<file path="config.mk">
export PLATFORM = sky130hd
export DESIGN_NAME = branch_sequencer
export DESIGN_NICKNAME = d
export VERILOG_FILES = /design/src/rtl/branch_sequencer.sv
export SDC_FILE = /design/constraint.sdc
export NUM_CORES = 1
export LEC_CHECK = 0
export CAP_MARGIN = 20
export CORE_MARGIN = 2
export CORE_UTILIZATION = 48
export DETAILED_ROUTE_END_ITERATION = 6
export PLACE_DENSITY_LB_ADDON = 0.25
export SLEW_MARGIN = 20
export SYNTH_ARGS = -nofsm -noshare
export SYNTH_HDL_FRONTEND = slang
export SYNTH_SLANG_ARGS = --single-unit
</file>
<file path="constraint.sdc">
create_clock -name clk -period 3.3 [get_ports clk]
set_input_delay 0.33 -clock clk [delete_from_list [all_inputs] [get_ports clk]]
set_output_delay 0.33 -clock clk [all_outputs]
set_load 0.02 [all_outputs]
</file>
<file path="src/rtl/branch_sequencer.sv">
// -----------------------------------------------------------------------------
// branch_sequencer
//   Three-state sequencer for conditional branches. A request is latched in
//   IDLE. The latched operands drive an external comparator. Its verdict is
//   sampled in EVAL and folded into a registered response (taken / next-PC /
//   trap / cause). The response is held in RESP until the consumer takes it.
//
// Ports
//   clk, rst                 clock, synchronous active-high reset
//   req_valid / req_ready    request handshake
//   req_pc, req_imm          branch PC and sign-extended offset
//   req_funct3, req_rs1/rs2  comparison selector and operands
//   cmp_funct3, cmp_a/b      to comparator (always from latched registers)
//   cmp_result, cmp_error    from comparator (combinational)
//   resp_valid / resp_ready  response handshake
//   resp_taken, resp_next_pc, resp_trap, resp_cause
//   taken_count              saturating count of taken, non-trapping branches
// -----------------------------------------------------------------------------
module branch_sequencer #(
   parameter logic [31:0] TRAP_VECTOR = 32'h0000_0100
) (
   input  logic        clk,
   input  logic        rst,
   input  logic        req_valid,
   output logic        req_ready,
   input  logic [31:0] req_pc,
   input  logic [31:0] req_imm,
   input  logic [2:0]  req_funct3,
   input  logic [31:0] req_rs1,
   input  logic [31:0] req_rs2,
   output logic [2:0]  cmp_funct3,
   output logic [31:0] cmp_a,
   output logic [31:0] cmp_b,
   input  logic        cmp_result,
   input  logic        cmp_error,
   output logic        resp_valid,
   input  logic        resp_ready,
   output logic        resp_taken,
   output logic [31:0] resp_next_pc,
   output logic        resp_trap,
   output logic [1:0]  resp_cause,
   output logic [31:0] taken_count
);

   typedef enum logic [1:0] {
      IDLE = 2'd0,
      EVAL = 2'd1,
      RESP = 2'd2
   } state_t;

   localparam logic [1:0] CAUSE_NONE    = 2'd0;
   localparam logic [1:0] CAUSE_ILLEGAL = 2'd1;
   localparam logic [1:0] CAUSE_MISALGN = 2'd2;

   state_t      r_state;
   state_t      w_next;

   logic [31:0] r_pc;
   logic [31:0] r_imm;
   logic [2:0]  r_funct3;
   logic [31:0] r_rs1;
   logic [31:0] r_rs2;

   logic        r_resp_taken;
   logic [31:0] r_resp_next_pc;
   logic        r_resp_trap;
   logic [1:0]  r_resp_cause;
   logic [31:0] r_taken_count;

   logic [31:0] w_target;
   logic [31:0] w_fall;
   logic        w_taken;
   logic        w_trap;
   logic [1:0]  w_cause;
   logic [31:0] w_next_pc;
   logic        w_accept;

   // Handshake outputs are gated by rst so nothing is offered during reset.
   assign req_ready  = (r_state == IDLE) && !rst;
   assign resp_valid = (r_state == RESP) && !rst;
   assign w_accept   = req_valid && req_ready;

   assign cmp_funct3 = r_funct3;
   assign cmp_a      = r_rs1;
   assign cmp_b      = r_rs2;

   assign resp_taken   = r_resp_taken;
   assign resp_next_pc = r_resp_next_pc;
   assign resp_trap    = r_resp_trap;
   assign resp_cause   = r_resp_cause;
   assign taken_count  = r_taken_count;

   // Both additions wrap naturally at 32 bits.
   assign w_target = r_pc + r_imm;
   assign w_fall   = r_pc + 32'd4;

   // Response resolution. A comparator error beats everything. Target
   // alignment only matters when the branch would actually be taken.
   always_comb begin
      w_taken   = 1'b0;
      w_trap    = 1'b0;
      w_cause   = CAUSE_NONE;
      w_next_pc = w_fall;
      if (cmp_error) begin
         w_trap    = 1'b1;
         w_cause   = CAUSE_ILLEGAL;
         w_next_pc = TRAP_VECTOR;
      end else if (cmp_result && (w_target[1:0] != 2'b00)) begin
         w_trap    = 1'b1;
         w_cause   = CAUSE_MISALGN;
         w_next_pc = TRAP_VECTOR;
      end else if (cmp_result) begin
         w_taken   = 1'b1;
         w_next_pc = w_target;
      end
   end

   always_comb begin
      w_next = r_state;
      case (r_state)
         IDLE:    if (w_accept) w_next = EVAL;
         EVAL:    w_next = RESP;
         RESP:    if (resp_valid && resp_ready) w_next = IDLE;
         default: w_next = IDLE;
      endcase
   end

   always_ff @(posedge clk) begin
      if (rst) begin
         r_state        <= IDLE;
         r_pc           <= '0;
         r_imm          <= '0;
         r_funct3       <= '0;
         r_rs1          <= '0;
         r_rs2          <= '0;
         r_resp_taken   <= 1'b0;
         r_resp_next_pc <= '0;
         r_resp_trap    <= 1'b0;
         r_resp_cause   <= CAUSE_NONE;
         r_taken_count  <= '0;
      end else begin
         r_state <= w_next;
         if (w_accept) begin
            r_pc     <= req_pc;
            r_imm    <= req_imm;
            r_funct3 <= req_funct3;
            r_rs1    <= req_rs1;
            r_rs2    <= req_rs2;
         end
         if (r_state == EVAL) begin
            r_resp_taken   <= w_taken;
            r_resp_next_pc <= w_next_pc;
            r_resp_trap    <= w_trap;
            r_resp_cause   <= w_cause;
            // w_taken already excludes traps; hold at all-ones.
            if (w_taken && (r_taken_count != 32'hFFFF_FFFF))
               r_taken_count <= r_taken_count + 32'd1;
         end
      end
   end

endmodule

</file>
==> results of run 1 <==
-- logic make-up (layout without fill, tap and decap cells) --
| kind of cell | count (synthesis) | in the layout | synth area share |
|---|---|---|---|
| mux | 2 | 2 | 0.002116 |
| compound gates | 303 | 303 | 0.1907 |
| flops | 201 | 201 | 0.4252 |
| fa+ha+maj | 34 | 34 | 0.04575 |
| xor+xnor | 69 | 69 | 0.06386 |
| buf+inv | 84 | 345 | 0.03398 |
| other cells | 0 | 2 | 0 |
| simple gates | 517 | 517 | 0.2384 |
-- final timing paths --
check | startpoint | end | slack [ns]
max reg2reg | r_pc[0] | resp_next_pc[28] | 0.13
min reg2reg | cmp_a[23] | cmp_a[23] | 0.45
min | rst | resp_cause[1] | 0.16
max | r_pc[0] | resp_next_pc[28] | 0.13
-- registers in the layout, indices dropped and copies added (netlist names) --
signal	count
resp_trap	1
resp_next_pc	32
resp_taken	1
r_state	2
resp_cause	2
cmp_b	32
cmp_funct3	3
r_imm	32
r_pc	32
cmp_a	32
taken_count	32
-- report_power, final --
part           internal [mW]  switching [mW]
registers               2.51          0.0663
logic                  0.360           0.388
clock network           1.55            1.01
total                   4.43            1.47
-- placed cells by master, fill, tap and decap left out, types with 3 or more instances in the layout --
cell type	count
o21ai_0	40
a2bb2oi_1	4
nand4_1	15
a21oi_1	185
nor3_1	12
nand2b_1	5
dfxtp_1	201
and2_1	5
and3_1	12
clkbuf_8	4
clkdlybuf4s50_1	272
o211ai_1	5
nor2_1	68
buf_4	17
clkbuf_1	3
or3_1	15
clkinv_2	6
nand3_1	41
xor2_1	32
ha_1	33
a222oi_1	4
o22ai_1	5
a21o_1	19
bufinv_16	3
inv_1	12
a22oi_1	10
a211oi_1	8
and4_1	6
nand2_1	316
nor2b_1	5
clkbuf_16	22
or4_1	3
xnor2_1	37
-- area by class of cell --
| type | count | area, um^2 |
|---|---|---|
| Clock buffer | 29 | 616.8 |
| Sequential cell | 201 | 4024 |
| Clock inverter | 11 | 143.9 |
| Multi-Input combinational cell | 925 | 5125 |
| Tap cell | 265 | 331.6 |
| Inverter | 13 | 51.30 |
| Fill cell | 1634 | 6200 |
| Timing Repair Buffer | 292 | 2902 |
| Antenna cell | 2 | 5.005 |
-- synth_stat cells, types with 5 or more instances --
cell type / instances
nor2_1: 68
ha_1: 33
a211oi_1: 8
o211ai_1: 5
xor2_1: 32
nor3_1: 12
a21o_1: 19
nand2_1: 317
inv_1: 12
nand3_1: 41
xnor2_1: 37
and4_1: 6
clkbuf_1: 65
dfxtp_1: 201
or3_1: 15
nand2b_1: 5
and2_1: 5
nor2b_1: 5
nand4_1: 15
o22ai_1: 5
o21ai_0: 40
and3_1: 12
a21oi_1: 185
a22oi_1: 10
-- through the flow --
step	setup slack, ns	util	std cells	hold WS, ns
final	0.1283	0.6804	1738	0.1586
after global routing	0.04783	0.6801	1736	0.1615
after CTS	0.1948	0.6801	1736	0.1448
after detailed placement	0.2247	0.6409	1696	0.4450
after global placement	0.2609	0.6409	1696	0.4404
after floorplan	0.4634	-	1210	0.4400
-- routing by layer --
layer	global-route usage	up-vias	share of wire
met3	0.06126	64	0.067
met4	0.07971	0	0.030
met1	0.3132	4283	0.42
li1	-	4643	-
met2	0.4280	263	0.48
met5	0	-	0
==> results.json, run 1 <==
{
  "hold_class": "input port to flop",
  "synth_area_um2": 9463,
  "fmax_mhz": 315.3,
  "hold_viol_final": 0,
  "relSlewSlack": 0.3810,
  "ys_top_cells_by_area": "dfxtp_1 43%, nand2_1 13%, a21oi_1 9.8%",
  "clk_pin_slew_ns": 0.06,
  "skew_ns": 0.007728,
  "numPortBuffers": 273,
  "place_area_um2": 12430,
  "layout-drive-gt1-share": 0.05370,
  "io_pins": 274,
  "synth_cells": 1210,
  "worstPathMaxFanout": 4,
  "antenna_found_initial": 1,
  "setup-violations-final": 0,
  "critPathMaxStageDelay_ns": 0.41,
  "path_depth": 11,
  "h-tree-depth": 1,
  "cts_tree": "yes",
  "core_um2": 19400,
  "slew_violations": 0,
  "p_leak_nw": 4.901,
  "postCtsSetupRepairBufs": 0,
  "fin_crit_sh": 0.9611,
  "p_per_area_nw_per_um2": 446.7,
  "viasPerCell": 5.324,
  "clock_path_buffers": 3,
  "period_needed_ns": 3.172,
  "ys.flop_type": "dfxtp_1",
  "drt_wl_total_mm": 27.77,
  "ant_nets": 0,
  "gr-total-overflow": 0,
  "grt_start_max_net_pins": 132,
  "avgSynthCellArea_um2": 7.821,
  "hpwl_mm": 19.86,
  "rows": 51,
  "async_flop_share": 0,
  "outcome": "complete, no violations",
  "drv_cap": 0,
  "cts_resized": 0,
  "fp.dieW_um": 144.4,
  "initial_core_util": 0.4878,
  "worstPathRequired_ns": 3.73,
  "endpoint_kind": "flop",
  "via_count": 9253,
  "wl_per_cell_um": 15.98,
  "root_buffer": "clkbuf_16",
  "rsz0062_at_grt": "no",
  "totalPowerFinal_mw": 5.896,
  "tightest_slew_ns": 0.9285,
  "synth.top_cell.area_share": 0.4252,
  "synth-seq-cells": 201,
  "fin_setup_tns_ns": 0,
  "worstSetupStartpointType": "flop",
  "critical_path_class": "flop to flop",
  "cp_top_family": "compound AO/OA/AOI/OAI gates",
  "die_y_um": 144.4,
  "die-area_um2": 20850,
  "clk_latency_ns": 0.51,
  "drc": 0,
  "cts_made_buffers": 22,
  "grt_pass1_vias": 8589,
  "synth_edf_count": 0,
  "timing.critical_path.buf_inv": 0,
  "fin_nets": 1626,
  "vdd_drop_max_mv": 0.5082,
  "drt-pass1-iter-count": 5,
  "cts_sinks": 201,
  "slowest_stage": "fa_1",
  "finalWeightedCongestion": 0.9093,
  "layout-area-overhead-vs-synth_pct": 39.48,
  "syn_nets": 1381,
  "yosys_warnings": 0,
  "yosysSeqAreaShare": 0.4252,
  "grtUsageTotal": 0.2511,
  "synth_cell_type_count": 63,
  "whs_path_depth": 2,
  "postCtsHoldBufs": 0,
  "synth_top_area_cell": "dfxtp_1",
  "ff2ff_path_depth": 11,
  "fin_area_um2": 13200,
  "worstPathCellList": "ha_1 > fa_1 > a21o_1 > a221oi_2 > o21ai_2 > a41oi_4 > o21ai_4 > o311ai_4 > a21oi_2 > or3_1 > o211ai_1",
  "grt_pass1_wl_mm": 42.56,
  "drt_iter0_drc": 439,
  "worst_ep_arrival_time_ns": 3.60
}
No activity file was read; power rests on OpenSTA's default activity.
==> run 2: changes to the inputs <==
PLACE_DENSITY = 0.81   (was unset)
PLACE_DENSITY_LB_ADDON = unset   (was 0.25)
==> run 2 against run 1 <==
Flip-flop and latch count is the same. Utilization shrank 0.12 points. Clock power is essentially flat. Highest routed layer unchanged.
==> results.json, run 2 (synthesis gave the netlist of run 1 again) <==
{
  "antenna_found_initial": 2,
  "core_um2": 19400,
  "io_pins": 274,
  "rsz0062_at_grt": "no",
  "fin_util": 0.6792,
  "finalWeightedCongestion": 0.9421,
  "cts_sinks": 201,
  "die-area_um2": 20850,
  "hold_class": "input port to flop",
  "fin_crit_sh": 0.9462,
  "rows": 51,
  "hold_ws_ns": 0.2022,
  "postCtsSetupRepairBufs": 0,
  "drv_cap": 0,
  "numPortBuffers": 273,
  "worstPathRequired_ns": 3.73,
  "wl_per_cell_um": 16.29,
  "min_from": "rst",
  "endpoint_kind": "flop",
  "final.fill_count": 1591,
  "place_area_um2": 12410,
  "fp.dieW_um": 144.4,
  "outcome": "complete, no violations",
  "timing.rr.end": "resp_next_pc[28]",
  "totalPowerFinal_mw": 5.922,
  "fin_nets": 1624,
  "grt_start_max_net_pins": 132,
  "grt_pass1_vias": 8648,
  "grtUsageTotal": 0.2549,
  "gr-total-overflow": 0,
  "drt_wl_total_mm": 28.26,
  "multi_input_area_um2": 5125,
  "drt-pass1-iter-count": 5,
  "slew_violations": 0,
  "tightest_slew_ns": 0.9104,
  "ant_nets": 0,
  "viasPerCell": 5.400,
  "stdcell_count": 1735,
  "clock_path_buffers": 3,
  "placed_cells": 1693,
  "layout_commonest_cell": "nand2_1",
  "layout-drive-gt1-share": 0.05238,
  "clk_latency_ns": 0.51,
  "root_buffer": "clkbuf_16",
  "worst_ep_arrival_time_ns": 3.55,
  "clk_pin_slew_ns": 0.06,
  "postCtsHoldBufs": 0,
  "layout-area-overhead-vs-synth_pct": 39.24,
  "holdPathEnd": "resp_next_pc[19]",
  "worstPathMaxFanout": 4,
  "fmax_mhz": 320.3,
  "regArea_um2": 4024,
  "die_y_um": 144.4,
  "most-common-layout-cells": "316 x nand2_1, 272 x clkdlybuf4s50_1, 201 x dfxtp_1",
  "setup-violations-final": 0,
  "cts_made_buffers": 23,
  "via_count": 9369,
  "h-tree-depth": 1,
  "drc": 0,
  "r2r-start": "r_pc[0]",
  "setup_ws_ns": 0.1776,
  "fin_area_um2": 13180,
  "period_needed_ns": 3.122,
  "cts_resized": 0,
  "hpwl_mm": 19.96,
  "relSlewSlack": 0.3931,
  "drt_iter0_drc": 771,
  "p_leak_nw": 4.894,
  "fin_setup_tns_ns": 0,
  "hold_viol_final": 0,
  "critical_path_class": "flop to flop",
  "r2r_slack_ns": 0.18,
  "whs_path_depth": 2,
  "initial_core_util": 0.4878,
  "post-place-ws_ns": 0.2367,
  "skew_ns": 0.009590,
  "vdd_drop_max_mv": 0.4627,
  "cts_tree": "yes",
  "grt_pass1_wl_mm": 43.26,
  "p_per_area_nw_per_um2": 449.5,
  "worstSetupStartpointType": "flop",
  "antenna-diode-count": 0,
  "ff2ff_path_depth": 11
}
[run 2: worst max path at each step]
stage,cells after the start,end,from
after floorplan,12,taken_count[30],r_pc[0]
final,11,resp_next_pc[28],r_pc[0]
after detailed placement,11,resp_next_pc[28],r_pc[0]
after global routing,11,resp_next_pc[28],r_pc[0]
after CTS,11,resp_next_pc[28],r_pc[0]
after global placement,11,resp_next_pc[28],r_pc[0]
[run 2: power breakdown]
| part | internal, mW | switching [mW] | leakage [nW] |
|---|---|---|---|
| Sequential | 2.51 | 0.0666 | 1.63 |
| Clock | 1.56 | 1.03 | 0.385 |
| Combinational | 0.358 | 0.392 | 2.88 |
[run 2: critical path, cell delays in order (launching register included)]
cell	delay, ns
dfxtp_1	0.32
ha_1	0.22
fa_1	0.41
a21o_1	0.22
a221oi_2	0.39
o21ai_2	0.17
a41oi_4	0.33
o21ai_4	0.12
o311ai_4	0.33
a21oi_2	0.09
or3_1	0.35
o211ai_1	0.09
[run 2: final cells by class]
cell class,instances,share of cell area
Inverter,13,0.003893
Clock inverter,13,0.01121
Multi-Input combinational cell,925,0.3889
Clock buffer,29,0.04691
Tap cell,265,0.02516
Timing Repair Buffer,289,0.2185
Sequential cell,201,0.3054
[run 2: routing by layer]
layer  global-route usage  vias to the layer above  routed length [um]
li1                     -                     4643                   -
met2               0.4263                      328               13450
met1               0.3235                     4335               11720
met4              0.07103                        0                 793
met5                    0                        -                   0
met3              0.07020                       63                2296
